File: config.mk
export PLATFORM = sky130hd
export DESIGN_NAME = led_fade_sequencer
export DESIGN_NICKNAME = d
export VERILOG_FILES = /design/src/rtl/led_fade_sequencer.sv
export SDC_FILE = /design/constraint.sdc
export NUM_CORES = 1
export LEC_CHECK = 0
export CORE_ASPECT_RATIO = 1.2
export CORE_UTILIZATION = 43
export CTS_CLUSTER_DIAMETER = 40
export DETAILED_ROUTE_END_ITERATION = 8
export DONT_BUFFER_PORTS = 1
export SYNTH_ARGS = -nofsm -noshare
export SYNTH_HDL_FRONTEND = slang
export SYNTH_SLANG_ARGS = --single-unit
File: constraint.sdc
create_clock -name clk -period 5.5 [get_ports clk]
set_clock_uncertainty 0.2 [all_clocks]
set_input_delay 1.1 -clock clk [delete_from_list [all_inputs] [get_ports clk]]
set_output_delay 1.1 -clock clk [all_outputs]
set_load 0.03 [all_outputs]
File: src/rtl/led_fade_sequencer.sv
// led_fade_sequencer
//
// Feeds the LED PWM stage with a slowly slewing 6-bit duty reference. A target
// brightness is accepted over a valid/ready handshake. The level then moves one
// LSB toward that target every (step_div+1) cycles, which gives smooth fades.
//
// Build option:
//   LED_FADE_GAMMA_EN - when defined, level_out follows a quadratic perceptual
//                       curve, (cur*cur + 2^LEVEL_W-1) >> LEVEL_W.
//                       When undefined, level_out = cur (linear).
//                       The state machine, handshake and timing are the same in
//                       both builds.
//
// Ports:
//   clk        in   1        single clock, rising edge
//   rst        in   1        synchronous, active-high reset
//   tgt_level  in   LEVEL_W  requested brightness
//   step_div   in   DIV_W    cycles per step minus one, sampled at accept
//   tgt_valid  in   1        target request valid
//   tgt_ready  out  1        high only while idle; a request is accepted when
//                            valid and ready are both high
//   abort      in   1        stops an active fade and holds the current level
//   level_out  out  LEVEL_W  duty reference for the PWM stage
//   busy       out  1        a fade is in progress
//   done       out  1        1-cycle pulse when a fade completes normally
module led_fade_sequencer #(
  parameter int LEVEL_W = 6,
  parameter int DIV_W   = 10
) (
  input  logic               clk,
  input  logic               rst,
  input  logic [LEVEL_W-1:0] tgt_level,
  input  logic [DIV_W-1:0]   step_div,
  input  logic               tgt_valid,
  output logic               tgt_ready,
  input  logic               abort,
  output logic [LEVEL_W-1:0] level_out,
  output logic               busy,
  output logic               done
);

  typedef enum logic [1:0] {
    IDLE      = 2'd0,
    RAMP_UP   = 2'd1,
    RAMP_DOWN = 2'd2
  } state_t;

  state_t             state;
  logic [LEVEL_W-1:0] cur;
  logic [LEVEL_W-1:0] tgt;
  logic [DIV_W-1:0]   div;
  logic [DIV_W-1:0]   tick;
  logic [LEVEL_W-1:0] cur_step;

  // Quadratic brightness curve. The sum needs 2*LEVEL_W+1 bits. The shifted
  // result always fits back into LEVEL_W bits.
  function automatic logic [LEVEL_W-1:0] gamma_map(input logic [LEVEL_W-1:0] v);
    logic [2*LEVEL_W:0] sq;
    sq = ((2*LEVEL_W+1)'(v) * (2*LEVEL_W+1)'(v)) + (2*LEVEL_W+1)'((2**LEVEL_W) - 1);
    return LEVEL_W'(sq >> LEVEL_W);
  endfunction

  // Value cur takes when a step fires in the current ramp direction.
  assign cur_step = (state == RAMP_UP) ? cur + LEVEL_W'(1) : cur - LEVEL_W'(1);

  assign tgt_ready = (state == IDLE);
  assign busy      = !tgt_ready;

`ifdef LED_FADE_GAMMA_EN
  assign level_out = gamma_map(cur);
`else
  assign level_out = cur;
`endif

  always_ff @(posedge clk) begin
    if (rst) begin
      state <= IDLE;
      cur   <= '0;
      tgt   <= '0;
      div   <= '0;
      tick  <= '0;
      done  <= 1'b0;
    end else begin
      done <= 1'b0;
      unique case (state)
        IDLE: begin
          // abort has no effect here.
          if (tgt_valid) begin
            tgt  <= tgt_level;
            div  <= step_div;
            tick <= '0;
            if (tgt_level > cur) begin
              state <= RAMP_UP;
            end else if (tgt_level < cur) begin
              state <= RAMP_DOWN;
            end else begin
              // Already at the target: complete immediately.
              done <= 1'b1;
            end
          end
        end
        RAMP_UP, RAMP_DOWN: begin
          if (abort) begin
            // abort wins over a step on the same edge; cur is frozen.
            state <= IDLE;
            tick  <= '0;
          end else if (tick != div) begin
            tick <= tick + DIV_W'(1);
          end else begin
            tick <= '0;
            cur  <= cur_step;
            // cur starts strictly on one side of tgt and moves one LSB at a
            // time, so it lands exactly on tgt and never wraps.
            if (cur_step == tgt) begin
              state <= IDLE;
              done  <= 1'b1;
            end
          end
        end
        default: begin
          state <= IDLE;
          tick  <= '0;
        end
      endcase
    end
  end

endmodule

# == Word level (Yosys, flattened, before mapping) ==
# Index checks and enable logic that the tools add are counted.
# classes
n_addsub,3
magnitude_cmp,2
eq_ne,8
muxes,19
bitwise,2
n_reduce_logical,6
# op_table
op,count
10-bit two-way mux,3
10-bit case mux with 2 select lines,1
2-bit two-way mux,6
"10-bit by 1-bit adder with 10-bit output, second input constant",1
10-bit != test,1
"6-bit by 1-bit adder with 6-bit output, second input constant",1
6-bit == test,1
6-bit greater-than comparator,1
6-bit less-than comparator,1
1-bit two-way mux,6
6-bit two-way mux,1
"3-bit != test, second input constant",2
"6-bit by 1-bit subtractor with 6-bit output, second input constant",1
2-bit case mux with 2 select lines,1
4-bit AND reduction,1
"3-bit by 1-bit != test with 1-bit output, second input constant",1
3-bit AND reduction,1
"2-bit by 1-bit == test with 1-bit output, second input constant",1
"2-bit == test, second input constant",1
2-bit zero test,1
"2-bit != test, second input constant",1
1-bit NOT,2
1-bit case mux with 2 select lines,1
2-bit AND reduction,1
other kinds (2),2
# word_totals
reg_bits,35
input_bits,20
out_inout_bits,9
word_cells,46

# == Logic depth before layout (Yosys ltp) ==
# Gate-level depths: netlist of the first run.
# logic_depth
ltp_word,7
depth_mapped,11

# == Worst setup path after synthesis of the first run ==
# Ideal clock, no wire load.
# synth_path
kind,register to register
startpoint,register state[1]
endpoint,register state[1]
setup_time_ns,0.088
t_arrival_ns,2.450
setup_slack_ns,2.762
stages_incl_launch_ff,12
synth_period_minus_slack_ns,2.738
path_cell_list,dfxtp_1 -> inv_1 -> ha_1 -> inv_1 -> ha_1 -> a21oi_1 -> nand2_1 -> o41a_1 -> and3_4 -> nor4_4 -> a21oi_2 -> o32ai_2
# synth_via
elab_chain_len,5
# synth_lines
element,line,source
start: declaration,48,state_t state;
start signal: assignment,77,state <= IDLE;
start signal: assignment,93,state <= RAMP_UP;
start signal: assignment,95,state <= RAMP_DOWN;
2-bit by 1-bit == test with 1-bit output,"64, 85",
6-bit two-way mux,64,assign cur_step = (state == RAMP_UP) ? cur + LEVEL_W'(1) : cur - LEVEL_W'(1);
6-bit == test,114,if (cur_step == tgt) begin
3-bit != test (no line),-,
4-bit AND reduction (no line),-,
# Parallel ways exist; a longest one is shown, timed or not.
# A chain may end at the register's enable or synchronous reset.

# == Worst setup path in the final report of the first run ==
# Same ends and word-level chain as after synthesis.

==> results of run 1 <==
[final cells by class]
type | count | area, sq um
clock buffers | 6 | 82.6
clock inverters | 1 | 5.00
fillers | 449 | 2220
inverters | 13 | 48.8
multi-input cells | 178 | 1200
flip-flops and latches | 35 | 701
well taps | 56 | 70.1
[metrics by stage]
| step | hold WS [ps] | utilization | worst slack, ps | cells | area, sq um |
|---|---|---|---|---|---|
| after floorplan | 237 | - | 2760 | 233 | 1980 |
| after global placement | 245 | 0.468 | 2530 | 282 | 2020 |
| after detailed placement | 246 | 0.468 | 2530 | 282 | 2020 |
| after CTS | 260 | 0.488 | 2500 | 289 | 2110 |
| after global routing | 292 | 0.488 | 2270 | 289 | 2110 |
| final | 254 | 0.488 | 2530 | 289 | 2110 |
[cell families after synthesis]
family                   count (synthesis)  share of synthesized area
AND/OR/NAND/NOR                         93                      0.217
AO/OA/AOI/OAI                           35                      0.119
flip-flops                              35                      0.354
XOR/XNOR                                29                      0.142
buffers and inverters                   20                     0.0379
adder cells (fa/ha/maj)                 16                      0.105
multiplexers                             5                     0.0253
[worst register-to-register path, stage by stage (launching register included)]
cell	delay (ps)
dfxtp_1	330
inv_1	80
ha_1	220
inv_1	130
ha_1	360
a21oi_1	140
nand2_1	160
o41a_1	390
and3_4	210
nor4_4	310
a21oi_2	110
o32ai_2	250
[per-layer routing]
| layer | wire length, microns | vias up | part of all wire |
|---|---|---|---|
| met1 | 1830 | 694 | 0.43 |
| met5 | 0 | - | 0 |
| met3 | 152 | 8 | 0.036 |
| met4 | 74 | 0 | 0.017 |
| met2 | 2190 | 21 | 0.52 |
| li1 | - | 774 | - |
[where the power goes]
part           total [uW]  switching (uW)  internal (uW)
Combinational         168            98.6           69.5
Sequential            290            19.8            270
Clock                 190            91.4           98.2
[cells in the mapped netlist, types with 2 or more instances]
master | instances | area [sq um]
inv_1 | 13 | 48.8
and3_1 | 4 | 25.0
a21oi_2 | 2 | 17.5
ha_1 | 15 | 188
nand2b_1 | 4 | 25.0
a21oi_1 | 22 | 110
mux2i_1 | 5 | 50.1
xnor2_1 | 8 | 70.1
clkbuf_1 | 6 | 22.5
nand4_1 | 3 | 18.8
xor2_1 | 19 | 166
nor3_1 | 2 | 10.0
dfxtp_1 | 35 | 701
nand2_1 | 44 | 165
a21o_1 | 2 | 15.0
nor2_1 | 23 | 86.3
xnor3_1 | 2 | 45.0
nor4_1 | 2 | 12.5
nand3_1 | 5 | 25.0
[registers in the layout, summed over array words and instances, names as in the netlist]
| register | flops |
|---|---|
| tgt | 6 |
| done | 1 |
| div | 10 |
| tick | 10 |
| state | 2 |
| level_out | 6 |
[worst min path at each step]
stage	from	endpoint	slack (ps)	cells past startpoint
floorplan	tgt[3]$_SDFFE_PP0P_	tgt[3]$_SDFFE_PP0P_	240	2
global placement	tgt[4]$_SDFFE_PP0P_	tgt[4]$_SDFFE_PP0P_	240	2
detailed placement	tgt[4]$_SDFFE_PP0P_	tgt[4]$_SDFFE_PP0P_	250	2
CTS	tgt[4]$_SDFFE_PP0P_	tgt[4]$_SDFFE_PP0P_	260	2
global route	div[0]$_SDFFE_PP0P_	div[0]$_SDFFE_PP0P_	290	2
finish	tgt[4]$_SDFFE_PP0P_	tgt[4]$_SDFFE_PP0P_	250	2
==> results.py, run 1 <==
metrics = {
    "sta": {
        "min_period_ps": 2970,
        "slew_headroom": 0.531,
        "fin_crit_sh": 0.541,
        "setup_viol": 0,
        "setup_tns_ps": 0,
        "fmax_mhz": 336,
        "finalHoldViolCount": 0,
        "finalMaxSlewViolations": 0,
        "rsz0062_at_grt": "no",
        "tightest_slew_ps": 701,
    },
    "routing": {
        "drtIter0Drc": 65,
        "firstDrtPassIters": 4,
        "wl_per_cell_microns": 14.7,
        "vias": 1497,
        "drc": 0,
        "routed_wl_mm": 4.25,
        "vias_per_cell": 5.18,
        "ant_nets": 0,
    },
    "floorplanning": {
        "core_sq_um": 4330,
        "die_area_sq_um": 4880,
        "num_rows": 26,
        "initial_core_util": 0.457,
        "ios": 29,
        "dieWidth_microns": 63.9,
        "chipHeight_microns": 76.3,
    },
    "grt": {
        "grtUsageMet3": 0.0479,
        "gr-usage-met2": 0.346,
        "overflow": 0,
        "antenna_found_initial": 0,
        "grt_max_degree": 28,
        "grtUsageTotal": 0.190,
        "groute.layer.met1.usage": 0.205,
        "grt_pass1_wl_mm": 7.09,
        "top_usage_layer": "met2",
        "grt_pass1_vias": 1555,
    },
    "pwr": {
        "power_density_nw_per_um2": 307,
        "power_leakage_uw": 0.000899,
        "power_uw": 647,
        "ir_worst_vdd_mv": 0.148,
    },
    "clocking": {
        "cts_buffers": 5,
        "insertion_delay_ps": 290,
        "post_cts_buffers": 0,
        "cts_buffer_depth": 2,
        "cts_root_buffer": "clkbuf_8",
        "clkSinkCount": 35,
        "cts_resized": 0,
        "cts_tree": "yes",
        "cts_htree_levels": 2,
        "worst_setup_hold_path_clk_slew_ps": 70,
        "ctsHoldBuffers": 0,
    },
    "synth": {
        "synth_warnings": 0,
        "syn_nets": 269,
        "ys_seq_area_frac": 0.354,
        "synth.distinct_cells": 36,
        "synth-edff-count": 0,
        "ys_async_sr_fraction": 0,
        "netlist_instances": 233,
        "postSynthAreaPerCell_sq_um": 8.50,
        "synth_area_sq_um": 1980,
        "synthFlopType": "dfxtp_1",
        "ys_ff_latch": 35,
    },
    "critical_path": {
        "critPathMaxStageDelay_ps": 390,
        "cp-end-kind": "flip-flop",
        "worst_path_max_delay_cell": "o41a_1",
        "cp-start-kind": "flip-flop",
        "endpoint": "state[1]$_SDFFE_PP0P_",
        "path_buf_inv": 2,
        "crit_type": "reg2reg",
        "worstReg2RegEnd": "state[1]$_SDFFE_PP0P_",
        "r2r_slack_ps": 2530,
        "worstPathRequired_ps": 5500,
        "reg2regPathDepth": 11,
        "cp.depth": 11,
        "setup.worst_path.start": "state[1]$_SDFFE_PP0P_",
        "crit_chain": "inv_1, ha_1, inv_1, ha_1, a21oi_1, nand2_1, o41a_1, and3_4, nor4_4, a21oi_2, o32ai_2",
        "r2r-start": "state[1]$_SDFFE_PP0P_",
        "crit_arrival_ps": 2980,
        "worstPathMaxFanout": 5,
        "crit_family": "compound AO/OA/AOI/OAI gates",
    },
    "final_layout": {
        "areaGrowthSynthToFinish_pct": 6.64,
        "layout_common_cells": "44 x nand2_1, 35 x dfxtp_1, 23 x nor2_1",
        "layout_commonest_cell": "nand2_1",
        "diodes": 0,
        "drive_gt1_frac": 0.0687,
        "fin_nets": 269,
    },
    "placed_design": {
        "gp_congestion": 0.851,
        "dp_hpwl_mm": 3.07,
        "portBuffers": 0,
    },
    "hold_path": {
        "hold_path_class": "reg2reg",
    },
    "run_status": {
        "status": "completed",
    },
    "run": {
        "cap_violations": 0,
    },
}
Power figures use the tool's default switching activity.
==> inputs of run 2 (changes only) <==
==> constraint.sdc (replaced) <==
create_clock -name clk -period 2.5 [get_ports clk]
set_clock_uncertainty 0.2 [all_clocks]
set_input_delay 0.5 -clock clk [delete_from_list [all_inputs] [get_ports clk]]
set_output_delay 0.5 -clock clk [all_outputs]
set_load 0.03 [all_outputs]
==> run 2 against run 1 <==
  * The run now ends with setup timing left
  * Combinational power increased to 2.9 times the previous value
  * Setup slack got worse by 2500 ps
  * Critical path type unchanged
  * Count of clock-buffer cells in the layout unchanged
  * Via count increased by 6.9%
  * Register-to-register slack got worse by 2500 ps
  * Sequential cell count unchanged
  * Cell count increased by 8.7%
  * Non-clock buffer count increased by 24
  * Core utilization increased by 6.8 points
  * Die area unchanged
  * Sequential power increased by 120%
  * Worst hold slack got worse by 180 ps
==> results.py, run 2 (same netlist as run 1, synthesis figures left out) <==
metrics = {
    "run_status": {
        "status": "finished with violations",
        "violations": "setup timing",
    },
    "final_layout": {
        "layout_commonest_cell": "nand2_1",
        "diodes": 0,
        "areaGrowthSynthToFinish_pct": 21.6,
        "fin_cells": 314,
        "register_area_sq_um": 706,
        "fin_nets": 293,
        "drive_gt1_frac": 0.213,
        "multiInputGateArea_sq_um": 1280,
        "reg_top3": "div (10), tick (10)",
        "layout_common_cells": "43 x nand2_1, 31 x dfxtp_1, 24 x buf_4",
        "final_util": 0.556,
        "fill_cells": 402,
    },
    "clocking": {
        "cts_root_buffer": "clkbuf_8",
        "worst_setup_hold_path_clk_slew_ps": 70,
        "clkSinkCount": 35,
        "cts_htree_levels": 2,
        "cts_buffer_depth": 2,
        "cts_buffers": 5,
        "cts_tree": "yes",
        "insertion_delay_ps": 280,
        "ctsHoldBuffers": 0,
    },
    "floorplanning": {
        "dieWidth_microns": 63.9,
        "core_sq_um": 4330,
        "ios": 29,
        "die_area_sq_um": 4880,
        "num_rows": 26,
        "initial_core_util": 0.457,
        "chipHeight_microns": 76.3,
    },
    "routing": {
        "drtIter0Drc": 43,
        "vias": 1601,
        "vias_per_cell": 5.10,
        "drc": 0,
        "routed_wl_mm": 4.51,
        "wl_per_cell_microns": 14.4,
        "firstDrtPassIters": 4,
        "ant_nets": 0,
    },
    "placed_design": {
        "dp.cells": 305,
        "portBuffers": 0,
        "dp_hpwl_mm": 3.37,
        "gp_congestion": 0.789,
        "dpl_worst_slack_ps": -100,
    },
    "critical_path": {
        "cp-start-kind": "flip-flop",
        "cp-end-kind": "flip-flop",
        "worst_path_max_delay_cell": "o41a_1",
        "r2r-start": "state[1]$_SDFFE_PP0P_",
        "crit_type": "reg2reg",
        "reg2regPathDepth": 11,
        "crit_chain": "inv_2, ha_4, inv_6, ha_4, a21oi_2, nand2_2, o41a_1, and3_4, nor4_4, a21oi_2, o32ai_2",
        "worstPathRequired_ps": 2490,
        "r2r_slack_ps": -20,
        "crit_arrival_ps": 2510,
        "setup.worst_path.start": "state[1]$_SDFFE_PP0P_",
        "worstPathMaxFanout": 5,
        "critPathMaxStageDelay_ps": 380,
    },
    "grt": {
        "grt_pass1_wl_mm": 7.56,
        "grtUsageTotal": 0.202,
        "grt_max_degree": 28,
        "grt_pass1_vias": 1624,
        "overflow": 0,
        "antenna_found_initial": 0,
    },
    "pwr": {
        "power_frac_comb": 0.299,
        "internal-power_uw": 1150,
        "clkPwrFrac": 0.321,
        "power_density_nw_per_um2": 684,
        "switching_share": 0.303,
        "switchingPower_uw": 499,
        "power_leakage_uw": 0.00104,
        "ir_worst_vdd_mv": 0.407,
        "seqPwrFrac": 0.380,
    },
    "sta": {
        "slew_headroom": 0.754,
        "finalHoldViolCount": 0,
        "final.setup.worst_slack_ps": -18.9,
        "finalMaxSlewViolations": 0,
        "fin_crit_sh": 1.01,
        "setup_tns_ps": -26.3,
        "min_period_ps": 2520,
        "fmax_mhz": 397,
        "tightest_slew_ps": 368,
        "setup_viol": 2,
        "rsz0062_at_grt": "yes",
    },
    "hold_path": {
        "min_path_cells": 1,
        "worstHoldStart": "rst",
        "hold_path_class": "in2reg",
    },
    "run": {
        "cap_violations": 0,
    },
}
## run 2: cell types whose count changed in the layout (fill, tap and decap cells not counted), moves of 2 or more
cell     delta
dfxtp_2     +4
ha_1        -3
ha_4        +3
inv_1       -2
dfxtp_1     -4
buf_4      +24
## run 2: final timing paths
check,end
setup reg to reg,state[1]$_SDFFE_PP0P_
hold / removal,div[9]$_SDFFE_PP0P_
setup / recovery,state[1]$_SDFFE_PP0P_
hold reg to reg,tgt[4]$_SDFFE_PP0P_
## run 2: critical path, delay by kind of cell (launching register included)
kind                       cells  cell delay [ps]
and+or+nand+nor                3              490
buffers and inverters          2              130
AOI/OAI and AO/OA              4              870
DFF                            1              330
adders and majority gates      2              420
## run 2: metal layers
| layer | track usage | vias to the layer above | routed length (microns) |
|---|---|---|---|
| li1 | - | 822 | - |
| met1 | 0.218 | 749 | 1890 |
| met2 | 0.374 | 24 | 2420 |
| met5 | 0 | - | 0 |
| met4 | 0.0659 | 0 | 70 |
| met3 | 0.0509 | 6 | 128 |
## run 2: area by class of cell
class / count / area share
clock buffer: 6 / 0.0343
clock inverter: 2 / 0.0146
inverter: 13 / 0.0224
sequential: 35 / 0.293
timing repair buffer: 24 / 0.0749
tap: 56 / 0.0291
multi-input combinational: 178 / 0.531
## run 2: stage by stage
stage,power (uW),area [sq um],hold WS (ps)
finish,1640,2410,78.7
global route,1740,2410,54.4
CTS,1640,2370,72.7
detailed placement,1100,2230,244
global placement,1100,2230,247
floorplan,970,2010,237
## run 2: repair_timing
item	CTS	global route
pin swaps	3	3
endpoints found under the setup margin	2	3
buffers inserted	1	0
resized for setup	4	4
## run 2: power groups by stage
stage,logic (uW),clock network [uW],registers (uW)
after floorplan,325,0,644
after global placement,460,0,637
after detailed placement,465,0,637
after CTS,478,539,625
after global routing,542,569,629
final,491,529,625
